**src/rtl/burst_to_lite_sipo_if.sv**
```systemverilog
// Burst-side header/data channels plus the single-beat lite output channel.
// The slave side is the converter; the master side drives bursts and drains messages.
interface burst_to_lite_sipo_if #(
    parameter int unsigned header_width_p   = 64,
    parameter int unsigned in_data_width_p  = 64,
    parameter int unsigned out_data_width_p = 512
);
    logic [header_width_p-1:0]                  in_header;
    logic                                       in_header_v;
    logic                                       in_header_ready;
    logic [in_data_width_p-1:0]                 in_data;
    logic                                       in_data_v;
    logic                                       in_data_ready;
    logic [header_width_p+out_data_width_p-1:0] out_msg;
    logic                                       out_msg_v;
    logic                                       out_msg_ready;

    modport slave (
        input  in_header, in_header_v, in_data, in_data_v, out_msg_ready,
        output in_header_ready, in_data_ready, out_msg, out_msg_v
    );

    modport master (
        output in_header, in_header_v, in_data, in_data_v, out_msg_ready,
        input  in_header_ready, in_data_ready, out_msg, out_msg_v
    );
endinterface

```
**src/rtl/burst_to_lite_sipo.sv**
```systemverilog
// Collects a burst (header + narrow beats) into one wide {header, data} lite message.
// One-entry header buffer, burst-length register with handshake bypass, dynamic-length SIPO.
module burst_to_lite_sipo #(
    parameter int unsigned header_width_p   = 64,
    parameter int unsigned in_data_width_p  = 64,
    parameter int unsigned out_data_width_p = 512,
    parameter int unsigned size_lsb_p       = 0,
    parameter int unsigned msg_type_lsb_p   = 3,
    parameter int unsigned msg_type_width_p = 4,
    parameter logic [(1<<msg_type_width_p)-1:0] payload_mask_p = '0
) (
    input logic                clk_i,
    input logic                reset_i,
    burst_to_lite_sipo_if.slave bus
);
    localparam int unsigned W          = out_data_width_p / in_data_width_p;
    localparam int unsigned LW         = (W > 1) ? $clog2(W) : 1;
    localparam int unsigned BEAT_BYTES = in_data_width_p / 8;

    logic                      hdr_full;
    logic [header_width_p-1:0] hdr_q;
    logic                      hdr_hs;
    logic                      out_hs;
    logic                      has_data;
    logic                      yumi;

    logic [2:0]    in_size;
    logic [31:0]   in_bytes;
    logic [31:0]   in_beats;
    logic [LW-1:0] inc;
    logic [LW-1:0] len_r;
    logic [LW-1:0] num;

    logic                              sipo_v;
    logic [LW-1:0]                     cnt;
    logic [LW-1:0]                     len_q;
    logic [LW-1:0]                     cur_len;
    logic                              beat_hs;
    logic [W-1:0][in_data_width_p-1:0] sipo_data;

    assign hdr_hs = bus.in_header_v & ~hdr_full;
    assign out_hs = bus.out_msg_v & bus.out_msg_ready;

    // Beats per burst; a full-width burst (W beats) wraps to 0 and still yields W beats below.
    assign in_size  = bus.in_header[size_lsb_p +: 3];
    assign in_bytes = 32'd1 << in_size;
    assign in_beats = in_bytes / BEAT_BYTES;
    assign inc      = (in_beats == 32'd0) ? LW'(1) : in_beats[LW-1:0];
    assign num      = hdr_hs ? inc : len_r;

    // Length is taken from num only on the first beat, then held in len_q for the rest.
    assign cur_len = (cnt == '0) ? num - LW'(1) : len_q;
    assign beat_hs = bus.in_data_v & ~sipo_v;

    assign has_data = payload_mask_p[hdr_q[msg_type_lsb_p +: msg_type_width_p]];
    assign yumi     = out_hs & has_data;

    assign bus.in_header_ready = ~hdr_full;
    assign bus.in_data_ready   = ~sipo_v;
    assign bus.out_msg_v       = hdr_full & (sipo_v | ~has_data);
    assign bus.out_msg         = {hdr_q, sipo_data};

    always_ff @(posedge clk_i or posedge reset_i) begin
        if (reset_i) begin
            hdr_full <= 1'b0;
            hdr_q    <= '0;
            len_r    <= '0;
            sipo_v   <= 1'b0;
            cnt      <= '0;
            len_q    <= '0;
        end else begin
            if (hdr_hs) begin
                hdr_full <= 1'b1;
                hdr_q    <= bus.in_header;
                len_r    <= inc;
            end else if (out_hs) begin
                hdr_full <= 1'b0;
            end

            if (beat_hs) begin
                if (cnt == '0) len_q <= cur_len;
                if (cnt == cur_len) begin
                    sipo_v <= 1'b1;
                    cnt    <= '0;
                end else begin
                    cnt <= cnt + LW'(1);
                end
            end else if (yumi) begin
                sipo_v <= 1'b0;
            end
        end
    end

    // Data slots are not reset: words not written by a burst keep their prior contents.
    always_ff @(posedge clk_i) begin
        if (beat_hs) sipo_data[cnt] <= bus.in_data;
    end
endmodule

```
**src/flat_wrapper.sv**
```systemverilog
// flat-port wrapper written by rule: the top's interface ports become plain ports
module burst_to_lite_sipo_flat 
#(
    parameter int unsigned header_width_p   = 64,
    parameter int unsigned in_data_width_p  = 64,
    parameter int unsigned out_data_width_p = 512,
    parameter int unsigned size_lsb_p       = 0,
    parameter int unsigned msg_type_lsb_p   = 3,
    parameter int unsigned msg_type_width_p = 4,
    parameter logic [(1<<msg_type_width_p)-1:0] payload_mask_p = '0
)
  (clk_i, reset_i, bus_in_header, bus_in_header_v, bus_in_data, bus_in_data_v, bus_out_msg_ready, bus_in_header_ready, bus_in_data_ready, bus_out_msg, bus_out_msg_v);
  burst_to_lite_sipo_if #(.header_width_p(header_width_p), .in_data_width_p(in_data_width_p), .out_data_width_p(out_data_width_p)) bus_i ();
  input logic clk_i;
  input logic reset_i;
  input wire logic [$bits(bus_i.in_header)-1:0] bus_in_header;
  input wire logic [$bits(bus_i.in_header_v)-1:0] bus_in_header_v;
  input wire logic [$bits(bus_i.in_data)-1:0] bus_in_data;
  input wire logic [$bits(bus_i.in_data_v)-1:0] bus_in_data_v;
  input wire logic [$bits(bus_i.out_msg_ready)-1:0] bus_out_msg_ready;
  output wire logic [$bits(bus_i.in_header_ready)-1:0] bus_in_header_ready;
  output wire logic [$bits(bus_i.in_data_ready)-1:0] bus_in_data_ready;
  output wire logic [$bits(bus_i.out_msg)-1:0] bus_out_msg;
  output wire logic [$bits(bus_i.out_msg_v)-1:0] bus_out_msg_v;
  assign bus_i.in_header = bus_in_header;
  assign bus_i.in_header_v = bus_in_header_v;
  assign bus_i.in_data = bus_in_data;
  assign bus_i.in_data_v = bus_in_data_v;
  assign bus_i.out_msg_ready = bus_out_msg_ready;
  assign bus_in_header_ready = bus_i.in_header_ready;
  assign bus_in_data_ready = bus_i.in_data_ready;
  assign bus_out_msg = bus_i.out_msg;
  assign bus_out_msg_v = bus_i.out_msg_v;
  burst_to_lite_sipo #(.header_width_p(header_width_p), .in_data_width_p(in_data_width_p), .out_data_width_p(out_data_width_p), .size_lsb_p(size_lsb_p), .msg_type_lsb_p(msg_type_lsb_p), .msg_type_width_p(msg_type_width_p), .payload_mask_p(payload_mask_p)) u_core (.clk_i(clk_i), .reset_i(reset_i), .bus(bus_i));
endmodule
```
**config.mk**
```make
export PLATFORM = sky130hd
export DESIGN_NAME = burst_to_lite_sipo_flat
export DESIGN_NICKNAME = d
export VERILOG_FILES = /design/src/rtl/burst_to_lite_sipo_if.sv /design/src/rtl/burst_to_lite_sipo.sv /design/src/flat_wrapper.sv
export SDC_FILE = /design/constraint.sdc
export NUM_CORES = 1
export LEC_CHECK = 0
export BUFFER_PORTS_ARGS = -buffer_cell sky130_fd_sc_hd__buf_2
export CORE_AREA = 8 8 274 276
export CTS_CLUSTER_SIZE = 28
export DETAILED_ROUTE_END_ITERATION = 16
export DIE_AREA = 0 0 282 284
export PLACE_DENSITY = 0.57
export RECOVER_POWER = 50
export SETUP_SLACK_MARGIN = 0.5
export SYNTH_ARGS = -nofsm -noshare
export SYNTH_HDL_FRONTEND = slang
export SYNTH_SLANG_ARGS = --single-unit
```
**constraint.sdc**
```tcl
create_clock -name clk_i -period 6.9 [get_ports clk_i]
set_input_delay 2.07 -clock clk_i [delete_from_list [all_inputs] [get_ports clk_i]]
set_output_delay 2.07 -clock clk_i [all_outputs]
set_load 0.01 [all_outputs]
```
# Word level (Yosys, flattened, before mapping)
# Memory sizes are Yosys's and may differ from the RTL's.
# Index checks and enable logic that the tools add are counted.
dict set report classes {
  add_sub_neg 2
  n_lt_le_gt_ge 3
  n_eq_ne 2
  shifts 1
  muxes 13
  n_bitwise 9
  reduce_logical 7
}
# cell n
set ops {}
lappend ops {{$bwmux 512} 1}
lappend ops {{$demux 64 s3} 1}
lappend ops {{$mux 64} 1}
lappend ops {{$logic_not 32->1} 1}
lappend ops {{$shl 1x3->32 const A} 1}
lappend ops {{$mux 3} 4}
lappend ops {{$mux 1} 6}
lappend ops {{$and 1x1->1} 5}
lappend ops {{$lt 4x5->1 const B} 1}
lappend ops {{$lt 3x4->1 const B} 1}
lappend ops {{$reduce_and 2->1} 2}
lappend ops {{$reduce_bool 2->1} 2}
lappend ops {{$add 3x1->3 const B} 1}
lappend ops {{$eq 3x3->1} 1}
lappend ops {{$ge 3x1->1 const B} 1}
lappend ops {{$logic_not 3->1} 1}
lappend ops {{$not 1->1} 3}
lappend ops {{$sub 3x1->3 const B} 1}
lappend ops {{$ne 2x2->1 const B} 1}
lappend ops {{$logic_and 1x1->1} 1}
lappend ops {{$or 1x1->1} 1}
dict set report word_totals {
  register_bits 587
  rom_bits 16
  memories 1
}
# name words width read_ports rd_ports_with_merged_regs write_ports line_no
set mem_list {}
lappend mem_list {{(name not given)} 16 1 1 0 0 burst_to_lite_sipo.sv:55} ;# assign has_data = payload_mask_p[hdr_q[msg_type_lsb_p +: msg_type_width_p]];

# Depth between registers and ports, before layout
# Gate-level depths: netlist (run 1).
dict set report logic_depth {
  word_depth 9
  depth_mapped 12
  depth_no_buf 10
}

# Worst setup path after synthesis (run 1)
# Ideal clock, no wire load.
dict set report synth_path {
  kind {input port to flip-flop}
  startpoint {input bus_in_data_v}
  endpoint {register u_core.sipo_data (netlist bit u_core.bus.out_msg[0]) (enable)}
  setup_ns 0.565
  arrival_time_ns 6.750
  required_time_ns 6.335
  slack_ns -0.415
  stages 3
  path_buffers 0
  cell_sequence {and2b_1 > nand2b_1 > nor3_1}
}
dict set report synth_via {
  elab_chain_len 1
}
# element line_no
set synth_rtl {}
lappend synth_rtl {{from (decl)} flat_wrapper.sv:19} ;# input wire logic [$bits(bus_i.in_data_v)-1:0] bus_in_data_v;
lappend synth_rtl {{$and 1x1->1} burst_to_lite_sipo.sv:53} ;# assign beat_hs = bus.in_data_v & ~sipo_v;
lappend synth_rtl {{to (signal, indexed assignment)} burst_to_lite_sipo.sv:96} ;# if (beat_hs) sipo_data[cnt] <= bus.in_data;
lappend synth_rtl {{to (decl)} burst_to_lite_sipo.sv:39} ;# logic [W-1:0][in_data_width_p-1:0] sipo_data;
# No other way between the ends.
# A chain may end at the register's enable or synchronous reset.

# Worst setup path in the final report (run 1)
dict set report layout_path {
  startpoint {input bus_in_data_v}
  endpoint {register u_core.sipo_data (netlist bit u_core.bus.out_msg[310]) (enable)}
}
# The elaborated chain is that of the path after synthesis.

==> results.json, run 1 <==
{
  "outcome": "complete, but fails checks",
  "failed_checks": "capacitance limit, slew limit",
  "crit_chain": "clkbuf_1 > and2b_1 > nand2_1 > nor3_4 > clkbuf_1 > buf_4",
  "postCtsSetupRepairBufs": 0,
  "cts_buffer_depth": 3,
  "grt_max_degree": 76,
  "netlist_top_cells_count": "512 x edfxtp_1, 207 x nand2_1, 75 x dfrtp_1",
  "rsz0062_at_grt": "false",
  "dieArea_um2": 80100,
  "crit_type": "in2reg",
  "maxSlewHeadroom_pct": -85.1,
  "ys_warn_count": 0,
  "critPathMaxStageDelay_ns": 1.78,
  "finalPower_mw": 8.00,
  "drtIter0Drc": 537,
  "syn_area_um2": 18500,
  "cp_top_family": "buffers and inverters",
  "synth_top_cell_area_share_pct": 83.0,
  "slew_violations": 400,
  "syn_inst": 873,
  "end_kind": "flop",
  "overflow": 0,
  "cts-resized-gates": 0,
  "p_comb_share_pct": 8.0,
  "start_kind": "input port",
  "grtUsageTotal_pct": 13.4,
  "crit_buf_inv": 3,
  "p_seq_share_pct": 52.1,
  "io_pins": 712,
  "start_util_pct": 26.2,
  "routed_wl_um": 57400,
  "irDropWorstVdd_mv": 0.173,
  "synthFlopType": "edfxtp_1",
  "power_density_nw_per_um2": 317,
  "ys_seq_area_share_pct": 93.1,
  "cpMostUsedCell": "clkbuf_1",
  "area_delta_synth_final_pct": 36.1,
  "total_leakage_power_nw": 9.91,
  "synth_edf_count": 512,
  "holdBufCountCts": 0,
  "maxCapViolCount": 11,
  "grt_pass1_vias": 11300,
  "wl_per_cell_um": 21.7,
  "drive_gt1_share_pct": 44.2,
  "p_switching_mw": 1.86,
  "cts_num_sinks": 587,
  "cp.required_ns": 7.13,
  "async_flop_share_pct": 12.8,
  "fin_tns_setup_ns": 0,
  "synth.ff_latch_count": 587,
  "grt_pass1_wl_um": 79500,
  "fillers": 6762,
  "clk_latency_ns": 0.60,
  "viasPerCell": 4.03,
  "row_count": 98,
  "synth_area_leaders": "edfxtp_1 83%, dfrtp_1 10%, nand2_1 4.2%",
  "nNetsFinal": 1779,
  "numCtsBuffers": 58,
  "worst_pin_slew_ns": 2.78,
  "cts.clk_slew.worst_paths_ns": 0.06,
  "fin_crit_ns": 5.23,
  "slowest_stage": "clkbuf_1",
  "synth_cell_type_count": 34,
  "portBuffers": 711,
  "finalSetupViolations": 0,
  "htreeDepth": 2,
  "p_int_mw": 6.14,
  "tritoncts": "built",
  "p_sw_share_pct": 23.2,
  "hold_viol": 0,
  "die_w_um": 282,
  "antenna_found_initial": 4,
  "avgSynthCellArea_um2": 21.2,
  "crit_fanout": 33,
  "num_vias": 10600,
  "fmax_ghz": 0.191,
  "synth_most_common_cell": "edfxtp_1",
  "routabilityCongestion": 0.846,
  "dp_hpwl_um": 41100,
  "yosysTopAreaCell": "edfxtp_1",
  "core_um2": 70800,
  "arrival_ns": 5.47,
  "drc_errors": 0,
  "drtAntennaViolNets": 0,
  "synthesis.nets": 1009,
  "clockRootBuffer": "clkbuf_16",
  "clockPowerShare_pct": 39.9,
  "hp-class": "reg2reg",
  "finalCritPeriodShare_pct": 75.9,
  "die_h_um": 284,
  "fin_skew_ns": 0.00582,
  "first_pass_iters": 5
}
sequential cells by signal (all words and copies together), names as in the netlist, named ones only:
| name | count |
|---|---|
| u_core.hdr_q | 64 |
| u_core.sipo_v | 1 |
| u_core.len_q | 3 |
| u_core.cnt | 3 |
| u_core.hdr_full | 1 |
| u_core.bus.out_msg | 512 |
| u_core.len_r | 2 |
cells in the final DEF (no fill, tap or decap), types with 3 or more instances in the layout:
master      netlist  final
inv_1             8      8
clkinv_2          0      5
clkinv_1          0     12
nor2_1           10      4
edfxtp_1        512    512
o21ai_0           4      4
buf_4             0      6
clkinvlp_4        0      3
nor2_4            0      6
nand2b_1          2      3
nor2b_1           5      5
ha_1              3      3
bufinv_16         0      7
buf_2             4    645
clkbuf_16         0     59
dfrtp_1          75     75
nand2_1         207    207
clkbuf_1         12     88
worst paths after layout:
path,start,endpoint,slack (ns),cells after the start
setup / recovery,bus_in_data_v,u_core.bus.out_msg[310],1.67,6
hold / removal,u_core.hdr_q[10],u_core.hdr_q[10],0.47,2
setup reg to reg,u_core.sipo_v,u_core.bus.out_msg[310],2.82,5
hold reg to reg,u_core.hdr_q[10],u_core.hdr_q[10],0.47,2
max in group asynchronous,reset_i,u_core.hdr_q[38],4.54,3
min in group asynchronous,reset_i,u_core.hdr_q[12],1.76,3
metal layers:
metal	share of wire [%]	up-vias	global-route usage (%)
li1	-	4755	-
met1	37	5228	15.0
met2	50	554	23.5
met3	11	88	5.14
met4	2.6	2	3.81
met5	0.012	-	0
power by group through the flow:
stage / logic [mW] / registers (mW) / clock network (mW)
final: 0.640 / 4.16 / 3.19
after floorplan: 0.235 / 4.29 / 0
after global placement: 0.654 / 4.23 / 0
after global routing: 0.707 / 4.18 / 3.41
after CTS: 0.664 / 4.16 / 3.27
after detailed placement: 0.666 / 4.23 / 0
stage by stage:
step           hold slack, ns  instance area (um^2)  util (%)  setup slack (ns)  cells
4_1_cts                 0.474                 25400      35.8              2.94   2639
3_5_place_dp            0.457                 23400      33.1              2.29   2533
3_3_place_gp            0.456                 23400      33.1              2.29   2533
2_1_floorplan           0.442                 18500         -              1.30    873
6_report                0.470                 25200      35.6              1.67   2640
5_1_grt                 0.485                 25200      35.6              1.43   2639
layout make-up:
cell class	count	area (um^2)	share of cell area (%)
antenna	1	2.50	0.00992
clock buffer	73	1550	6.14
clock inverter	33	400	1.59
inverter	8	30.0	0.119
multi-input combinational	260	1210	4.82
sequential	587	17300	68.4
tap	950	1190	4.71
timing repair buffer	728	3580	14.2
worst min-delay path, stage by stage, from the launching register on:
cell and delay [ns]:
dfrtp_1 0.33, nand2_1 0.05, nand2_1 0.06
cells by family (layout without fill, tap and decap cells):
group | after synthesis | in the layout | synth area share [%]
muxes | 3 | 3 | 0.176
other | 0 | 1 | 0
xor gates and xnor gates | 3 | 3 | 0.142
DFF | 587 | 587 | 93.1
AOI/OAI and AO/OA | 15 | 15 | 0.588
and+or+nand+nor | 236 | 236 | 5.18
adders and majority gates | 3 | 3 | 0.203
buffers and inverters | 26 | 842 | 0.594
(Power assumes the default switching activity.)
==> inputs of run 2 (changes only) <==
--- a/config.mk
+++ b/config.mk
@@ -5,12 +5,13 @@
 export SDC_FILE = /design/constraint.sdc
 export NUM_CORES = 1
 export LEC_CHECK = 0
+export ABC_AREA = 1
 export BUFFER_PORTS_ARGS = -buffer_cell sky130_fd_sc_hd__buf_2
-export CORE_AREA = 8 8 274 276
+export CORE_AREA = 8 8 269 271
 export CTS_CLUSTER_SIZE = 28
 export DETAILED_ROUTE_END_ITERATION = 16
-export DIE_AREA = 0 0 282 284
-export PLACE_DENSITY = 0.57
+export DIE_AREA = 0 0 277 279
+export PLACE_DENSITY = 0.6
 export RECOVER_POWER = 50
 export SETUP_SLACK_MARGIN = 0.5
 export SYNTH_ARGS = -nofsm -noshare
==> constraint.sdc (replaced) <==
create_clock -name clk_i -period 4.6 [get_ports clk_i]
set_input_delay 1.38 -clock clk_i [delete_from_list [all_inputs] [get_ports clk_i]]
set_output_delay 1.38 -clock clk_i [all_outputs]
set_load 0.01 [all_outputs]
==> results.json, run 2 <==
{
  "numCtsBuffers": 57,
  "synth_area_leaders": "edfxtp_1 83%, dfrtp_1 10%, nand2_1 4.4%",
  "avgSynthCellArea_um2": 20.9,
  "antenna_found_initial": 2,
  "clockRootBuffer": "clkbuf_16",
  "num_vias": 10800,
  "overflow": 0,
  "synthFlopType": "edfxtp_1",
  "hold_depth": 2,
  "io_pins": 712,
  "finalPower_mw": 11.0,
  "cts_buffer_depth": 3,
  "dp_hpwl_um": 41100,
  "use_met1_pct": 16.3,
  "grt.busiest_layer": "met2",
  "hold_viol": 0,
  "cts-resized-gates": 0,
  "crit_fanout": 34,
  "die_w_um": 277,
  "ff2ff_setup_slack_ns": 2.29,
  "row_count": 96,
  "ys_warn_count": 0,
  "tritoncts": "built",
  "synth_edf_count": 512,
  "cts_num_sinks": 587,
  "met3_usage_pct": 5.24,
  "final_cell_mix": "512 x edfxtp_1, 426 x buf_2, 297 x clkbuf_1",
  "worstHoldStart": "u_core.hdr_q[54]",
  "drtAntennaViolNets": 0,
  "rr_worst_depth": 4,
  "slew_violations": 42,
  "holdWs_ns": 0.477,
  "synth_top_cell_area_share_pct": 83.4,
  "cts.clk_slew.worst_paths_ns": 0.06,
  "grt_max_degree": 68,
  "end_kind": "flop",
  "synth_most_common_cell": "edfxtp_1",
  "grt_pass1_wl_um": 82300,
  "synth.ff_latch_count": 587,
  "maxSlewHeadroom_pct": -6.76,
  "grt_pass1_vias": 11700,
  "hp-class": "reg2reg",
  "cp.required_ns": 4.82,
  "synthesis.nets": 1016,
  "diodes": 0,
  "grtUsageTotal_pct": 14.2,
  "outcome": "complete, but fails checks",
  "syn_area_um2": 18400,
  "slowest_stage": "buf_4",
  "fmax_ghz": 0.340,
  "clk_latency_ns": 0.60,
  "area_delta_synth_final_pct": 34.1,
  "irDropWorstVdd_mv": 0.254,
  "power_density_nw_per_um2": 445,
  "finalSetupViolations": 0,
  "critPathMaxStageDelay_ns": 0.54,
  "core_um2": 68000,
  "dieArea_um2": 77300,
  "finalCritPeriodShare_pct": 64.0,
  "cp_top_family": "simple AND/OR/NAND/NOR gates",
  "failed_checks": "capacitance limit, slew limit",
  "crit_buf_inv": 3,
  "largest_reg_flops": 512,
  "fin_skew_ns": 0.0242,
  "ys_seq_area_share_pct": 93.6,
  "worst_pin_slew_ns": 1.60,
  "reg2reg_from": "u_core.sipo_v",
  "holdBufCountCts": 0,
  "use_met2_pct": 24.1,
  "routabilityCongestion": 0.807,
  "start_util_pct": 27.1,
  "final_common_cell": "edfxtp_1",
  "first_pass_iters": 4,
  "viasPerCell": 4.20,
  "wl_per_cell_um": 22.6,
  "postCtsSetupRepairBufs": 0,
  "fin_crit_ns": 2.94,
  "timing.rr.end": "u_core.bus.out_msg[170]",
  "dpl_cell_area_um2": 23300,
  "netlist_top_cells_count": "512 x edfxtp_1, 218 x nand2_1, 75 x dfrtp_1",
  "crit_chain": "clkbuf_1 > inv_1 > nor2_1 > nand2_1 > nor2_4 > buf_4",
  "nNetsFinal": 1790,
  "drtIter0Drc": 611,
  "drc_errors": 0,
  "start_kind": "input port",
  "async_flop_share_pct": 12.8,
  "die_h_um": 279,
  "portBuffers": 711,
  "crit_type": "in2reg",
  "stdcell_area_um2": 24700,
  "arrival_ns": 3.16,
  "rsz0062_at_grt": "false",
  "synth_cell_type_count": 16,
  "yosysTopAreaCell": "edfxtp_1",
  "routed_wl_um": 58300,
  "hold_path_end": "u_core.hdr_q[54]",
  "htreeDepth": 2,
  "total_leakage_power_nw": 9.32,
  "syn_inst": 880,
  "drive_gt1_share_pct": 31.5,
  "maxCapViolCount": 1
}
## run 2: final cells by class
| type | count | area (um^2) |
|---|---|---|
| multi-input cells | 261 | 1100 |
| clock inverters | 32 | 295 |
| fillers | 6559 | 43300 |
| well taps | 882 | 1100 |
| inverters | 19 | 71.3 |
| repair buffers | 728 | 3350 |
| clock buffers | 73 | 1540 |
| flip-flops and latches | 587 | 17300 |
## run 2: where the power goes
| group | internal (mW) | leakage [nW] | switching [mW] |
|---|---|---|---|
| Clock | 2.59 | 0.888 | 1.92 |
| Combinational | 0.170 | 2.91 | 0.333 |
| Sequential | 5.91 | 5.52 | 0.0715 |
| Total | 8.67 | 9.32 | 2.32 |
## run 2: worst reg2reg max path: cells and delay by family (launching register included)
kind,cells,cell delay [ns]
buffers and inverters,1,0.54
DFF,1,0.38
and+or+nand+nor,3,0.98
## run 2: stage by stage
stage | setup WS (ns) | cells | setup TNS (ns) | utilization, %
6_report | 1.66 | 2582 | 0 | 36.4
5_1_grt | 1.63 | 2582 | 0 | 36.4
4_1_cts | 1.81 | 2582 | 0 | 36.9
3_5_place_dp | 1.16 | 2477 | 0 | 34.2
3_3_place_gp | 1.21 | 2477 | 0 | 34.2
2_1_floorplan | -0.397 | 880 | -203.41 | -
## run 2: how the worst max path moves through the flow
stage | startpoint | end | slack [ns] | depth (start not counted)
finish | bus_in_data_v | u_core.bus.out_msg[170] | 1.66 | 6
global route | bus_in_data_v | u_core.bus.out_msg[365] | 1.63 | 6
CTS | bus_in_data_v | u_core.bus.out_msg[162] | 1.81 | 6
detailed placement | bus_in_data_v | u_core.bus.out_msg[162] | 1.16 | 6
global placement | bus_in_data_v | u_core.bus.out_msg[162] | 1.21 | 6
floorplan | bus_in_data_v | u_core.bus.out_msg[0] | -0.40 | 4
## run 2: kinds of logic after synthesis
| logic type | count (synthesis) | synth area share, % |
|---|---|---|
| flip-flops | 587 | 93.6 |
| AND/OR/NAND/NOR | 248 | 5.21 |
| buffers and inverters | 32 | 0.672 |
| AO/OA/AOI/OAI | 9 | 0.265 |
| adder cells (fa/ha/maj) | 3 | 0.204 |
| XOR/XNOR | 1 | 0.0475 |
## run 2: metal layers
metal | wire length, um | up-vias
met3 | 5310 | 109
met2 | 28200 | 584
met4 | 2230 | 0
met1 | 22600 | 5377
met5 | 0 | -
li1 | - | 4771
==> inputs of run 3 (changes only) <==
--- a/config.mk
+++ b/config.mk
@@ -5,7 +5,7 @@
 export SDC_FILE = /design/constraint.sdc
 export NUM_CORES = 1
 export LEC_CHECK = 0
-export ABC_AREA = 1
+export ABC_AREA = 0
 export BUFFER_PORTS_ARGS = -buffer_cell sky130_fd_sc_hd__buf_2
 export CORE_AREA = 8 8 269 271
 export CTS_CLUSTER_SIZE = 28
==> constraint.sdc (replaced) <==
create_clock -name clk_i -period 2.55 [get_ports clk_i]
set_input_delay 0.765 -clock clk_i [delete_from_list [all_inputs] [get_ports clk_i]]
set_output_delay 0.765 -clock clk_i [all_outputs]
set_load 0.01 [all_outputs]
==> results.json, run 3 (synthesis gave the netlist of run 1 again) <==
{
  "outcome": "finished, final reports clean",
  "routed_wl_um": 59000,
  "finalPower_mw": 21.6,
  "antenna_found_initial": 2,
  "grt_pass1_wl_um": 83300,
  "p_int_mw": 16.5,
  "fmax_ghz": 0.437,
  "routabilityCongestion": 0.902,
  "fin_util_pct": 37.3,
  "arrival_ns": 2.75,
  "holdWs_ns": 0.280,
  "total_leakage_power_nw": 10.0,
  "portBuffers": 711,
  "wl_per_cell_um": 22.8,
  "clockPowerShare_pct": 39.1,
  "viasPerCell": 4.21,
  "area_delta_synth_final_pct": 37.0,
  "clk_latency_ns": 0.61,
  "dieArea_um2": 77300,
  "htreeDepth": 2,
  "row_count": 96,
  "first_pass_iters": 5,
  "ff2ff_setup_slack_ns": 0.26,
  "final_cell_mix": "645 x buf_2, 512 x edfxtp_1, 206 x nand2_1",
  "cts.clk_slew.worst_paths_ns": 0.06,
  "cts_num_sinks": 587,
  "end_kind": "flop",
  "final_common_cell": "buf_2",
  "worst_slack_ns": 0.259,
  "grt_pass1_vias": 11600,
  "drtIter0Drc": 684,
  "die_h_um": 279,
  "grt_max_degree": 76,
  "dp_hpwl_um": 42800,
  "core_um2": 68000,
  "finalSetupViolations": 0,
  "p_seq_share_pct": 52.2,
  "maxCapViolCount": 0,
  "fin_skew_ns": 0.0158,
  "fin_tns_setup_ns": 0,
  "die_w_um": 277,
  "start_util_pct": 27.3,
  "slew_violations": 0,
  "p_comb_share_pct": 8.7,
  "start_kind": "flop",
  "dpl_worst_slack_ns": -0.0203,
  "use_met1_pct": 16.3,
  "drtAntennaViolNets": 0,
  "rsz0062_at_grt": "true",
  "holdBufCountCts": 0,
  "p_switching_mw": 5.07,
  "num_vias": 10900,
  "reg2reg_from": "u_core.hdr_full",
  "crit_chain": "and2b_2 > nand3b_1 > o21ai_0 > inv_2 > ha_4 > xnor2_2 > nor2_2 > o21ai_2 > o311ai_1 > o211ai_1",
  "cts_buffer_depth": 3,
  "cp.required_ns": 3.01,
  "tritoncts": "built",
  "drc_errors": 0,
  "clockRootBuffer": "clkbuf_16",
  "timing.rr.end": "u_core.cnt[2]",
  "use_met2_pct": 25.0,
  "fin_crit_ns": 2.29,
  "met3_usage_pct": 5.65,
  "grtUsageTotal_pct": 14.5,
  "largest_reg_flops": 512,
  "drive_gt1_share_pct": 46.1,
  "slowest_stage": "dfrtp_1",
  "worst_pin_slew_ns": 1.29,
  "diodes": 0,
  "critPathMaxStageDelay_ns": 0.46,
  "grt.busiest_layer": "met2",
  "rr_worst_depth": 10,
  "irDropWorstVdd_mv": 0.559,
  "p_sw_share_pct": 23.5,
  "finalCritPeriodShare_pct": 89.8,
  "power_density_nw_per_um2": 851,
  "crit_fanout": 6,
  "hold_viol": 0,
  "io_pins": 712,
  "numCtsBuffers": 58,
  "crit_type": "reg2reg",
  "hp-class": "in2async",
  "overflow": 0,
  "nNetsFinal": 1788,
  "maxSlewHeadroom_pct": 13.9
}
[run 3: worst max path at each step]
stage | end | startpoint | slack [ns]
6_report | u_core.cnt[2] | u_core.hdr_full | 0.26
2_1_floorplan | u_core.bus.out_msg[0] | bus_in_data_v | -0.56
4_1_cts | bus_in_header_ready | u_core.hdr_full | 0.43
5_1_grt | u_core.bus.out_msg[341] | u_core.sipo_v | 0.19
3_3_place_gp | u_core.cnt[2] | bus_in_header_v | 0.02
3_5_place_dp | u_core.cnt[2] | bus_in_header_v | -0.02
[run 3: worst max-delay path: cells and delay by family (launching register included)]
kind	cells	cell delay, ns
xor+xnor	1	0.13
flops	1	0.46
fa+ha+maj	1	0.27
buf+inv	1	0.09
simple gates	3	0.46
compound gates	4	0.74
[run 3: through the flow]
step,std cells,cell area (um^2)
finish,2583,25400
global route,2583,25400
CTS,2579,25500
detailed placement,2469,23600
global placement,2469,23600
floorplan,873,18600
[run 3: repair_timing]
action,CTS,global route
pin swaps,1,6
buffers inserted,1,4
hold endpoints to repair,0,0
endpoints found under the setup margin,10,9
resized for setup,10,5
[run 3: area by class of cell]
class / count / area (um^2)
Fill cell: 6405 / 42600
Sequential cell: 587 / 17300
Timing Repair Buffer: 737 / 3800
Clock buffer: 70 / 1520
Multi-Input combinational cell: 260 / 1270
Tap cell: 882 / 1100
Clock inverter: 39 / 395
Inverter: 8 / 33.8
[run 3: power by group through the flow]
stage | sequential, mW | clock [mW] | combinational (mW)
5_1_grt | 11.3 | 9.03 | 2.06
6_report | 11.3 | 8.45 | 1.87
4_1_cts | 11.3 | 8.69 | 1.93
2_1_floorplan | 11.6 | 0 | 0.711
3_3_place_gp | 11.4 | 0 | 1.89
3_5_place_dp | 11.4 | 0 | 1.93
[run 3: per-layer routing]
layer	wire length, um	up-vias	share of wire (%)
li1	-	4782	-
met1	22300	5414	38
met2	29100	602	49
met3	5610	83	9.5
met4	1970	0	3.3
met5	0	-	0
